<file path="config.mk">
export PLATFORM = sky130hd
export DESIGN_NAME = amba_initiator
export DESIGN_NICKNAME = d
export VERILOG_FILES = /design/src/rtl/amba_initiator.sv
export SDC_FILE = /design/constraint.sdc
export NUM_CORES = 1
export LEC_CHECK = 0
export BUFFER_PORTS_ARGS = -buffer_cell sky130_fd_sc_hd__buf_2
export CAP_MARGIN = 20
export CELL_PAD_IN_SITES_DETAIL_PLACEMENT = 1
export CELL_PAD_IN_SITES_GLOBAL_PLACEMENT = 2
export CORE_ASPECT_RATIO = 2
export CORE_MARGIN = 3
export CORE_UTILIZATION = 37
export CTS_CLUSTER_DIAMETER = 150
export DETAILED_ROUTE_END_ITERATION = 10
export GPL_TIMING_DRIVEN = 0
export PLACE_DENSITY = 0.76
export SLEW_MARGIN = 20
export SYNTH_ARGS = -nofsm -noshare
export SYNTH_HDL_FRONTEND = slang
export SYNTH_SLANG_ARGS = --single-unit
</file>
<file path="constraint.sdc">
create_clock -name PCLK -period 2.01 [get_ports PCLK]
set_clock_uncertainty 0.15 [all_clocks]
set_input_delay 0.1005 -clock PCLK [delete_from_list [all_inputs] [get_ports PCLK]]
set_output_delay 0.1005 -clock PCLK [all_outputs]
set_load 0.03 [all_outputs]
</file>
<file path="src/rtl/amba_initiator.sv">
// APB-style bus initiator: queues read/write commands in a small FIFO and
// issues one PENABLE transaction per command, with a PREADY timeout.
//
// Ports:
//   PCLK, PRESET          clock, async active-low reset
//   i_cmd_valid/o_cmd_ready, i_cmd_write/addr/wdata   command push side
//   o_rsp_valid/write/rdata/error                     one-cycle response
//   o_busy                FIFO non-empty or transaction in progress
//   PENABLE/PnR_W/PADDR/PWDATA/PREADY/PRDATA           target bus
module amba_initiator #(
   parameter int DATA_WIDTH = 8,
   parameter int ADDR_WIDTH = 2,
   parameter int FIFO_DEPTH = 4,
   parameter int TIMEOUT    = 16
) (
   input  logic                  PCLK,
   input  logic                  PRESET,
   input  logic                  i_cmd_valid,
   output logic                  o_cmd_ready,
   input  logic                  i_cmd_write,
   input  logic [ADDR_WIDTH-1:0] i_cmd_addr,
   input  logic [DATA_WIDTH-1:0] i_cmd_wdata,
   output logic                  o_rsp_valid,
   output logic                  o_rsp_write,
   output logic [DATA_WIDTH-1:0] o_rsp_rdata,
   output logic                  o_rsp_error,
   output logic                  o_busy,
   output logic                  PENABLE,
   output logic                  PnR_W,
   output logic [ADDR_WIDTH-1:0] PADDR,
   output logic [DATA_WIDTH-1:0] PWDATA,
   input  logic                  PREADY,
   input  logic [DATA_WIDTH-1:0] PRDATA
);

   localparam int PW = $clog2(FIFO_DEPTH);
   localparam int CW = PW + 1;
   localparam int TW = $clog2(TIMEOUT);
   localparam int EW = 1 + ADDR_WIDTH + DATA_WIDTH;
   localparam logic [CW-1:0] FULL = CW'(FIFO_DEPTH);
   localparam logic [TW-1:0] TMAX = TW'(TIMEOUT - 1);

   typedef enum logic [1:0] {IDLE, ACCESS, GAP} state_e;

   state_e                state_q, state_d;
   logic [EW-1:0]         mem_q [FIFO_DEPTH];
   logic [PW-1:0]         wr_ptr_q, wr_ptr_d;
   logic [PW-1:0]         rd_ptr_q, rd_ptr_d;
   logic [CW-1:0]         cnt_q, cnt_d;
   logic [TW-1:0]         timer_q, timer_d;
   logic                  penable_q, penable_d;
   logic                  pnrw_q, pnrw_d;
   logic [ADDR_WIDTH-1:0] paddr_q, paddr_d;
   logic [DATA_WIDTH-1:0] pwdata_q, pwdata_d;
   logic                  rsp_valid_q, rsp_valid_d;
   logic                  rsp_write_q, rsp_write_d;
   logic [DATA_WIDTH-1:0] rsp_rdata_q, rsp_rdata_d;
   logic                  rsp_error_q, rsp_error_d;
   logic                  push, pop;
   logic [EW-1:0]         head;

   assign o_cmd_ready = (cnt_q != FULL);
   assign push        = i_cmd_valid & o_cmd_ready;
   assign pop         = (state_q == IDLE) & (cnt_q != '0);
   assign head        = mem_q[rd_ptr_q];

   always_ff @(posedge PCLK) begin
      if (push) begin
         mem_q[wr_ptr_q] <= {i_cmd_write, i_cmd_addr, i_cmd_wdata};
      end
   end

   // Power-of-two depth lets the pointers wrap by plain overflow.
   always_comb begin
      wr_ptr_d = wr_ptr_q;
      rd_ptr_d = rd_ptr_q;
      cnt_d    = cnt_q;
      if (push) wr_ptr_d = wr_ptr_q + 1'b1;
      if (pop)  rd_ptr_d = rd_ptr_q + 1'b1;
      unique case ({push, pop})
         2'b10:   cnt_d = cnt_q + 1'b1;
         2'b01:   cnt_d = cnt_q - 1'b1;
         default: cnt_d = cnt_q;
      endcase
   end

   always_comb begin
      state_d     = state_q;
      timer_d     = timer_q;
      penable_d   = penable_q;
      pnrw_d      = pnrw_q;
      paddr_d     = paddr_q;
      pwdata_d    = pwdata_q;
      rsp_valid_d = 1'b0;
      rsp_write_d = rsp_write_q;
      rsp_rdata_d = rsp_rdata_q;
      rsp_error_d = rsp_error_q;
      unique case (state_q)
         IDLE: begin
            if (pop) begin
               {pnrw_d, paddr_d, pwdata_d} = head;
               penable_d = 1'b1;
               timer_d   = '0;
               state_d   = ACCESS;
            end
         end
         ACCESS: begin
            // PREADY takes priority over an expiring timer.
            if (PREADY) begin
               penable_d   = 1'b0;
               rsp_valid_d = 1'b1;
               rsp_write_d = pnrw_q;
               rsp_rdata_d = pnrw_q ? '0 : PRDATA;
               rsp_error_d = 1'b0;
               state_d     = GAP;
            end else if (timer_q == TMAX) begin
               penable_d   = 1'b0;
               rsp_valid_d = 1'b1;
               rsp_write_d = pnrw_q;
               rsp_rdata_d = '0;
               rsp_error_d = 1'b1;
               state_d     = GAP;
            end else begin
               timer_d = timer_q + 1'b1;
            end
         end
         GAP: begin
            state_d = IDLE;
         end
         default: begin
            state_d = IDLE;
         end
      endcase
   end

   always_ff @(posedge PCLK or negedge PRESET) begin
      if (!PRESET) begin
         state_q     <= IDLE;
         wr_ptr_q    <= '0;
         rd_ptr_q    <= '0;
         cnt_q       <= '0;
         timer_q     <= '0;
         penable_q   <= 1'b0;
         pnrw_q      <= 1'b0;
         paddr_q     <= '0;
         pwdata_q    <= '0;
         rsp_valid_q <= 1'b0;
         rsp_write_q <= 1'b0;
         rsp_rdata_q <= '0;
         rsp_error_q <= 1'b0;
      end else begin
         state_q     <= state_d;
         wr_ptr_q    <= wr_ptr_d;
         rd_ptr_q    <= rd_ptr_d;
         cnt_q       <= cnt_d;
         timer_q     <= timer_d;
         penable_q   <= penable_d;
         pnrw_q      <= pnrw_d;
         paddr_q     <= paddr_d;
         pwdata_q    <= pwdata_d;
         rsp_valid_q <= rsp_valid_d;
         rsp_write_q <= rsp_write_d;
         rsp_rdata_q <= rsp_rdata_d;
         rsp_error_q <= rsp_error_d;
      end
   end

   assign PENABLE     = penable_q;
   assign PnR_W       = pnrw_q;
   assign PADDR       = paddr_q;
   assign PWDATA      = pwdata_q;
   assign o_rsp_valid = rsp_valid_q;
   assign o_rsp_write = rsp_write_q;
   assign o_rsp_rdata = rsp_rdata_q;
   assign o_rsp_error = rsp_error_q;
   assign o_busy      = (cnt_q != '0) | (state_q != IDLE);

endmodule

</file>
; Word-level counts from Yosys, hierarchy flattened
; Memory sizes are Yosys's and may differ from the RTL's. A register that Yosys moved wholly into a read port is not among the register bits.
; Cells that the tools add are included.
[word_totals]
ff_bits = 25
ram_bits = 44
input_bits = 23
output_inout_bits = 25
elab_cells = 65
n_memories = 1
[mem_list]
columns = memory, words, width, read_ports, rd_ports_with_merged_regs, write_ports, line
row1 = mem_q, 4, 11, 1, 1, 1, 46  ; logic [EW-1:0] mem_q [FIFO_DEPTH];
[op_classes]
n_addsub = 5
n_eq_ne = 9
n_mux = 25
n_bitwise = 3
reduce_logical = 12
[op_table]
columns = op, n
row1 = two-way mux 8 bit, 3
row2 = two-way mux 1 bit, 12
row3 = two-way mux 4 bit, 3
row4 = one-hot mux 4 bit (2 select lines), 1
row5 = nonzero test 2 bit, 4
row6 = two-way mux 2 bit, 3
row7 = "inequality test 2 bit, second input constant", 3
row8 = "inequality test 3 bit, second input constant", 2
row9 = one-hot mux 3 bit (2 select lines), 1
row10 = AND reduction 2 bit, 3
row11 = "adder 2 x 1 -> 2 bit, second input constant", 2
row12 = "adder 4 x 1 -> 4 bit, second input constant", 1
row13 = "equality test 2 x 1 -> 1 bit, second input constant", 2
row14 = "equality test 4 bit, second input constant", 1
row15 = one-hot mux 2 bit (2 select lines), 1
row16 = AND reduction 4 bit, 1
row17 = "adder 3 x 1 -> 3 bit, second input constant", 1
row18 = AND reduction 3 bit, 1
row19 = nonzero test 3 bit, 1
row20 = "subtractor 3 x 1 -> 3 bit, second input constant", 1
row21 = bitwise AND 1 bit, 2
row22 = "equality test 2 bit, second input constant", 1
row23 = zero test 2 bit, 1
row24 = one-hot mux 1 bit (2 select lines), 1
row25 = 2 further kinds, 2

; Logic depth before layout (Yosys ltp)
; Gate-level depths: netlist of run 1.
[depth]
depth_word = 4
mapped_depth = 9
mapped_depth_nobuf = 9

; Least setup slack after synthesis of run 1
; Ideal clock, no wire load.
[synth_timing]
path_kind = reg2reg
start = register cnt_q[0]
end = register cnt_q[2]
setup_ps = 79
t_arrival_ps = 2058
required_ps = 1781
path_slack_ps = -277
path_stages_with_launch = 10
path_buffers = 0
period_less_slack_ps = 2287
cell_sequence = dfrtp_1 > or3b_4 > and2_4 > inv_1 > ha_1 > inv_1 > fa_1 > xor2_1 > nor2_1 > xor2_1
[synth_between]
elab_chain_len = 4
word_cells_on_any_way = 10
classes_between = add/sub: 2 / eq/ne: 3 / mux: 1 / bitwise: 2 / reduce/logical: 2
[synth_rtl]
columns = item, line
row1 = "start, declared", 49  ; logic [CW-1:0] cnt_q, cnt_d;
row2 = "start signal, assigned", 155  ; cnt_q <= cnt_d;
row3 = inequality test 3 bit *, 62  ; assign o_cmd_ready = (cnt_q != FULL);
row4 = via o_cmd_ready, 19  ; output logic o_cmd_ready,
row5 = bitwise AND 1 bit *, 63  ; assign push = i_cmd_valid & o_cmd_ready;
row6 = equality test 2 x 1 -> 1 bit / equality test 2 bit (equally long branches), 80  ; unique case ({push, pop})
row7 = one-hot mux 3 bit (2 select lines) / nonzero test 2 bit (equally long branches), n/a
; The timed path passes the listed nets; every way through them passes the cells marked *.
; A chain may end at the register's enable or synchronous reset.

; Worst setup path in the final report of run 1
[layout_timing]
start = register cnt_q[0]
end = register cnt_q[2]
[layout_between]
elab_chain_len = 4
word_cells_on_any_way = 10
classes_between = add/sub: 2 / eq/ne: 3 / mux: 1 / bitwise: 2 / reduce/logical: 2
[layout_rtl]
columns = item, line
row1 = inequality test 3 bit / nonzero test 3 bit (equally long branches), "62, 64"
row2 = bitwise AND 1 bit (on tied branches), "63, 64"
row3 = equality test 2 x 1 -> 1 bit / equality test 2 bit (equally long branches), 80
row4 = one-hot mux 3 bit (2 select lines) / nonzero test 2 bit (equally long branches), n/a
; Several ways; a longest one is shown, not always the timed one.

==> results of run 1 <==
==> path summary, 6_finish.rpt <==
path,startpoint,end,slack (ps),depth (start not counted)
setup / recovery,cnt_q[0],cnt_q[2],-140,9
hold / removal,i_cmd_valid,wr_ptr_q[0],100,4
setup reg to reg,cnt_q[0],cnt_q[2],-140,9
hold reg to reg,o_rsp_rdata[7],o_rsp_rdata[7],350,1
max in group asynchronous,PRESET,cnt_q[1],860,2
min in group asynchronous,PRESET,cnt_q[1],270,2
==> layer usage <==
metal  part of all wire (%)  routed length (µm)  vias to the layer above
met4                    1.8                 116                        0
met3                    3.8                 248                        8
met5                      0                   0                        -
li1                       -                   -                      845
met1                     37                2420                      935
met2                     57                3700                       32
==> layout make-up <==
class | instances | area [µm²] | share of cell area (%)
plain buffers | 4 | 41.3 | 0.986
clock buffers | 11 | 233 | 5.56
clock inverters | 5 | 56.3 | 1.34
inverters | 11 | 41.3 | 0.986
multi-input cells | 81 | 933 | 22.3
flip-flops and latches | 80 | 2220 | 53.1
well taps | 98 | 123 | 2.93
repair buffers | 80 | 536 | 12.8
==> repair_timing <==
item / in CTS / in global routing
hold endpoints to repair: 89 / 0
resized for setup: 5 / 0
setup buffers: 7 / 5
setup endpoints to repair: 2 / 2
hold buffers: 21 / 0
pin swaps: 5 / 6
==> registers in the layout (all words and copies together), names as in the netlist <==
register     flops
PADDR            2
PENABLE          1
PWDATA           8
PnR_W            1
cnt_q            3
mem_q           44
o_rsp_error      1
o_rsp_rdata      8
o_rsp_valid      1
o_rsp_write      1
rd_ptr_q         2
state_q          2
timer_q          4
wr_ptr_q         2
==> cells by family (layout without fill, tap and decap cells) <==
group / after synthesis / in the layout
adders and majority gates: 7 / 7
AOI/OAI and AO/OA: 18 / 18
muxes: 26 / 26
xor gates and xnor gates: 6 / 6
and+or+nand+nor: 24 / 24
buffers and inverters: 15 / 111
DFF: 80 / 80
==> placed cells by master (no fill, tap or decap), types with 3 or more instances in the layout <==
cell,n
clkbuf_16,9
nand2b_1,3
ha_1,5
dlygate4sd3_1,21
and3_1,6
edfxtp_1,44
mux4_2,8
buf_4,12
a22o_1,8
mux2_2,4
inv_1,9
mux2_4,9
a21oi_1,3
buf_2,49
dfrtp_1,35
xor2_1,4
mux4_1,3
==> metrics by stage <==
step	worst slack [ps]	total power, mW	hold slack [ps]	util (%)	instances
final	-141	6.82	98.5	50.1	370
after CTS	-173	6.89	93.8	49.7	365
after detailed placement	-366	5.06	113	42.9	321
after global routing	-221	7.25	107	50.1	370
after global placement	-350	4.99	111	42.9	321
after floorplan	-214	4.37	-345	-	176
==> worst max-delay path, cell delays in order (launching register included) <==
cell     delay, ps
dfrtp_1        390
or3b_4         410
and2_4         170
inv_2           60
ha_4           120
inv_2           30
fa_2           330
xor2_1         150
nor2_1         130
xor2_1         150
==> power groups by stage <==
stage                     Clock [mW]  Combinational [mW]  Sequential (mW)
after floorplan                    0                1.47             2.90
after global placement             0                2.43             2.56
after detailed placement           0                2.48             2.58
after CTS                       1.63                2.70             2.56
after global routing            1.71                2.94             2.60
final                           1.58                2.70             2.54
==> results.sh, run 1 <==
export IMPL_syn_num_nets=206
export IMPL_yosysMostFrequentCell="edfxtp_1"
export IMPL_gr_total_overflow=0
export IMPL_timing_final_crit_period_ps=2150
export IMPL_viasPerCell=4.92
export IMPL_wire_per_inst_um=17.5
export IMPL_rows=47
export IMPL_pwr_density_cell_mw_per_mm2=1630
export IMPL_setup_viol_count_final=2
export IMPL_grt_pass1_vias=2012
export IMPL_synth_compound_area_share_pct=4.33
export IMPL_worst_pin_slew_ps=867
export IMPL_cts_htree_levels=3
export IMPL_finalCritPeriodShare_pct=107
export IMPL_num_vias=1820
export IMPL_drive_gt1_share_pct=40.4
export IMPL_dieWidth_um=71.8
export IMPL_met3_usage_pct=4.16
export IMPL_max_freq_ghz=0.465
export IMPL_antenna_found_initial=0
export IMPL_drt_first_pass_iters=4
export IMPL_max_cap_violations=0
export IMPL_busiest_layer="met2"
export IMPL_ys_flop_type="edfxtp_1"
export IMPL_fin_area_mm2=0.00419
export IMPL_ys_ff_latch=80
export IMPL_max_vdd_ir_drop_v=0.000775
export IMPL_crit_type="reg2reg"
export IMPL_cts_tree="yes"
export IMPL_hp_class="in2reg"
export IMPL_numCtsBuffers=9
export IMPL_synth_area_leader_cell="edfxtp_1"
export IMPL_fillers=820
export IMPL_drtAntennaViolNets=0
export IMPL_place_gp_congestion=0.669
export IMPL_synthSimpleGateAreaFrac_pct=5.11
export IMPL_worstSetupStartpointType="register"
export IMPL_post_dp_hpwl_um=4310
export IMPL_synth_edf_count=44
export IMPL_track_usage_pct=14.8
export IMPL_dr_first_iter_drc_count=56
export IMPL_path_max_fanout=3
export IMPL_grt_max_degree=37
export IMPL_p_sw_share_pct=33.8
export IMPL_die_area_mm2=0.00988
export IMPL_coreArea_mm2=0.00835
export IMPL_area_delta_synth_final_pct=30.6
export IMPL_clock_sink_count=80
export IMPL_power_leakage_nw=1.78
export IMPL_p_clk_share_pct=23.2
export IMPL_synth_cell_types=35
export IMPL_cp_arrival_ps=2250
export IMPL_synth_seq_area_share_pct=69.3
export IMPL_die_y_um=138
export IMPL_io_buffers=47
export IMPL_initial_core_util_pct=38.4
export IMPL_syn_cell_area_mm2=0.00321
export IMPL_clock_latency_ps=330
export IMPL_rsz0062_at_grt="yes"
export IMPL_avgSynthCellArea_um2=18.2
export IMPL_drt_wl_total_um=6490
export IMPL_clkTransAtPathRegs_ps=60
export IMPL_dpl_instance_area_mm2=0.00358
export IMPL_final_nets=297
export IMPL_pwr_share_comb_pct=39.6
export IMPL_clockRootBuffer="clkbuf_16"
export IMPL_relSlewSlack_pct=42.2
export IMPL_ios=48
export IMPL_critPathCaptureType="register"
export IMPL_p_int_mw=4.52
export IMPL_setup_tns_ps=-154
export IMPL_p_seq_share_pct=37.2
export IMPL_cts_buffer_depth=2
export IMPL_synth_top_area_share_pct=41.2
export IMPL_hold_violations=0
export IMPL_setup_slack_ps=-141
export IMPL_synthTopCellsByArea="edfxtp_1 41%, dfrtp_1 28%, mux4_2 5.6%"
export IMPL_ys_top_cells_by_count="44 x edfxtp_1, 36 x dfrtp_1, 11 x inv_1"
export IMPL_synthXorXnorAreaFrac_pct=1.64
export IMPL_violations="negative setup slack"
export IMPL_muxShareOfSynthArea_pct=14.3
export IMPL_slew_viol_final=0
export IMPL_synth_fa_ha_area_share_pct=2.97
export IMPL_met1_usage_pct=16.1
export IMPL_grt_pass1_wl_um=10600
export IMPL_p_switching_mw=2.30
export IMPL_drc_errors=0
export IMPL_synth_top_family_by_area="multiplexers"
export IMPL_ys_warn_count=0
export IMPL_ys_async_sr_fraction_pct=45.0
export IMPL_syn_instance_count=176
export IMPL_met2_usage_pct=26.3
export IMPL_num_antenna_cells=0
export IMPL_crit_required_ps=2110
export IMPL_status="finished, violations left"
(Power assumes the default switching activity.)
==> inputs of run 2 (changes only) <==
--- a/config.mk
+++ b/config.mk
@@ -8,14 +8,14 @@
 export BUFFER_PORTS_ARGS = -buffer_cell sky130_fd_sc_hd__buf_2
 export CAP_MARGIN = 20
 export CELL_PAD_IN_SITES_DETAIL_PLACEMENT = 1
-export CELL_PAD_IN_SITES_GLOBAL_PLACEMENT = 2
+export CELL_PAD_IN_SITES_GLOBAL_PLACEMENT = 1
 export CORE_ASPECT_RATIO = 2
 export CORE_MARGIN = 3
-export CORE_UTILIZATION = 37
+export CORE_UTILIZATION = 43
 export CTS_CLUSTER_DIAMETER = 150
 export DETAILED_ROUTE_END_ITERATION = 10
 export GPL_TIMING_DRIVEN = 0
-export PLACE_DENSITY = 0.76
+export PLACE_DENSITY = 0.77
 export SLEW_MARGIN = 20
 export SYNTH_ARGS = -nofsm -noshare
 export SYNTH_HDL_FRONTEND = slang
==> run 2 against run 1 <==
The flow still finishes with violations (negative setup slack). Combinational power is 2% higher. Critical path type unchanged. Critical path depth stayed put. Highest routed layer unchanged. Sequential share of layout area is 0.24 points higher. Clock-buffer cell count is 3 higher. Largest cell class unchanged.
==> results.sh, run 2 (same netlist as run 1, synthesis figures left out) <==
export IMPL_clock_latency_ps=340
export IMPL_timing_final_crit_period_ps=2140
export IMPL_finalCritPeriodShare_pct=106
export IMPL_die_area_mm2=0.00859
export IMPL_hold_worst_slack_ps=85.6
export IMPL_path_max_fanout=2
export IMPL_area_delta_synth_final_pct=29.9
export IMPL_grt_pass1_vias=2028
export IMPL_clkTransAtPathRegs_ps=60
export IMPL_pwr_density_cell_mw_per_mm2=1610
export IMPL_critPathCaptureType="register"
export IMPL_initial_core_util_pct=45.1
export IMPL_coreArea_mm2=0.00710
export IMPL_place_gp_congestion=0.761
export IMPL_drive_gt1_share_pct=39.6
export IMPL_cts_buffer_depth=2
export IMPL_layout_common_cells="49 x buf_2, 44 x edfxtp_1, 36 x dfrtp_1"
export IMPL_slew_viol_final=0
export IMPL_crit_type="reg2reg"
export IMPL_cp_arrival_ps=2240
export IMPL_regMostFlops="mem_q"
export IMPL_wire_per_inst_um=18.4
export IMPL_io_buffers=47
export IMPL_viasPerCell=5.10
export IMPL_max_freq_ghz=0.468
export IMPL_worst_pin_slew_ps=813
export IMPL_total_power_mw=6.72
export IMPL_hp_class="in2reg"
export IMPL_multiInputGateArea_um2=935
export IMPL_drtAntennaViolNets=0
export IMPL_regArea_mm2=0.00222
export IMPL_cts_tree="yes"
export IMPL_num_vias=1851
export IMPL_antenna_found_initial=0
export IMPL_layout_cells_non_filler=363
export IMPL_dp_cells=313
export IMPL_grt_max_degree=37
export IMPL_post_dp_hpwl_um=4330
export IMPL_numCtsBuffers=9
export IMPL_dieWidth_um=67.1
export IMPL_final_common_cell="buf_2"
export IMPL_track_usage_pct=17.7
export IMPL_dr_first_iter_drc_count=50
export IMPL_drt_first_pass_iters=3
export IMPL_drc_errors=0
export IMPL_largest_reg_flops=44
export IMPL_setup_viol_count_final=2
export IMPL_max_vdd_ir_drop_v=0.000895
export IMPL_clockRootBuffer="clkbuf_16"
export IMPL_rsz0062_at_grt="yes"
export IMPL_gr_total_overflow=0
export IMPL_drt_wl_total_um=6670
export IMPL_cts_htree_levels=3
export IMPL_worstSetupStartpointType="register"
export IMPL_grt_pass1_wl_um=10600
export IMPL_relSlewSlack_pct=45.8
export IMPL_rows=43
export IMPL_ios=48
export IMPL_max_cap_violations=0
export IMPL_crit_required_ps=2120
export IMPL_status="finished, violations left"
export IMPL_clock_sink_count=80
export IMPL_fin_util_pct=58.7
export IMPL_die_y_um=128
export IMPL_setup_tns_ps=-219
export IMPL_fillers=679
export IMPL_power_leakage_nw=1.78
export IMPL_violations="negative setup slack"
export IMPL_hold_violations=0
export IMPL_final_nets=298
export IMPL_num_antenna_cells=0
export IMPL_setup_slack_ps=-126
[run 2: power breakdown]
| part | leakage (nW) | total, mW | switching (mW) | internal, mW |
|---|---|---|---|---|
| clock network | 0.128 | 1.44 | 0.573 | 0.864 |
| logic | 0.802 | 2.75 | 1.44 | 1.31 |
| registers | 0.847 | 2.54 | 0.269 | 2.27 |
| total | 1.78 | 6.72 | 2.28 | 4.44 |
[run 2: what timing repair did]
action | 4_1_cts | 5_1_grt
resized for setup | 4 | 3
pin swaps | 6 | 3
hold buffers | 21 | 0
setup endpoints to repair | 2 | 9
endpoints found under the hold margin | 89 | 0
buffers inserted | 10 | 3
[run 2: worst max-delay path: stages, from the launching register on]
cell and delay (ps):
dfrtp_1 390, or3b_4 410, and2_4 150, inv_2 50, ha_4 120, inv_2 30, fa_2 320, xor2_1 140
nor2_1 120, xor2_1 160
[run 2: worst paths after layout]
check	from	endpoint	slack [ps]	cells past startpoint
min in group asynchronous	PRESET	PADDR[1]	250	2
min	i_cmd_valid	wr_ptr_q[0]	90	4
max in group asynchronous	PRESET	PWDATA[0]	940	2
min reg2reg	o_rsp_write	o_rsp_write	350	1
max reg2reg	cnt_q[1]	cnt_q[2]	-130	9
max	cnt_q[1]	cnt_q[2]	-130	9
[run 2: layer usage]
layer  share of wire [%]  vias to the layer above  track usage (%)
li1                    -                      853                -
met1                  35                      939             17.3
met2                  58                       48             31.9
met3                 5.1                       11             6.32
met4                 2.2                        0             8.25
met5                   0                        -                0
[run 2: metrics by stage]
step / instance area [µm²] / worst slack (ps)
floorplan: 3220 / -214
global placement: 3570 / -325
detailed placement: 3570 / -368
CTS: 4130 / -120
global route: 4170 / -200
finish: 4170 / -126
[run 2: area by class of cell]
type	instances	area share [%]
multi-input cells	81	22.4
flip-flops and latches	80	53.3
clock buffers	14	6.10
plain buffers	4	0.991
clock inverters	2	0.210
inverters	11	0.991
repair buffers	81	13.2
well taps	90	2.70
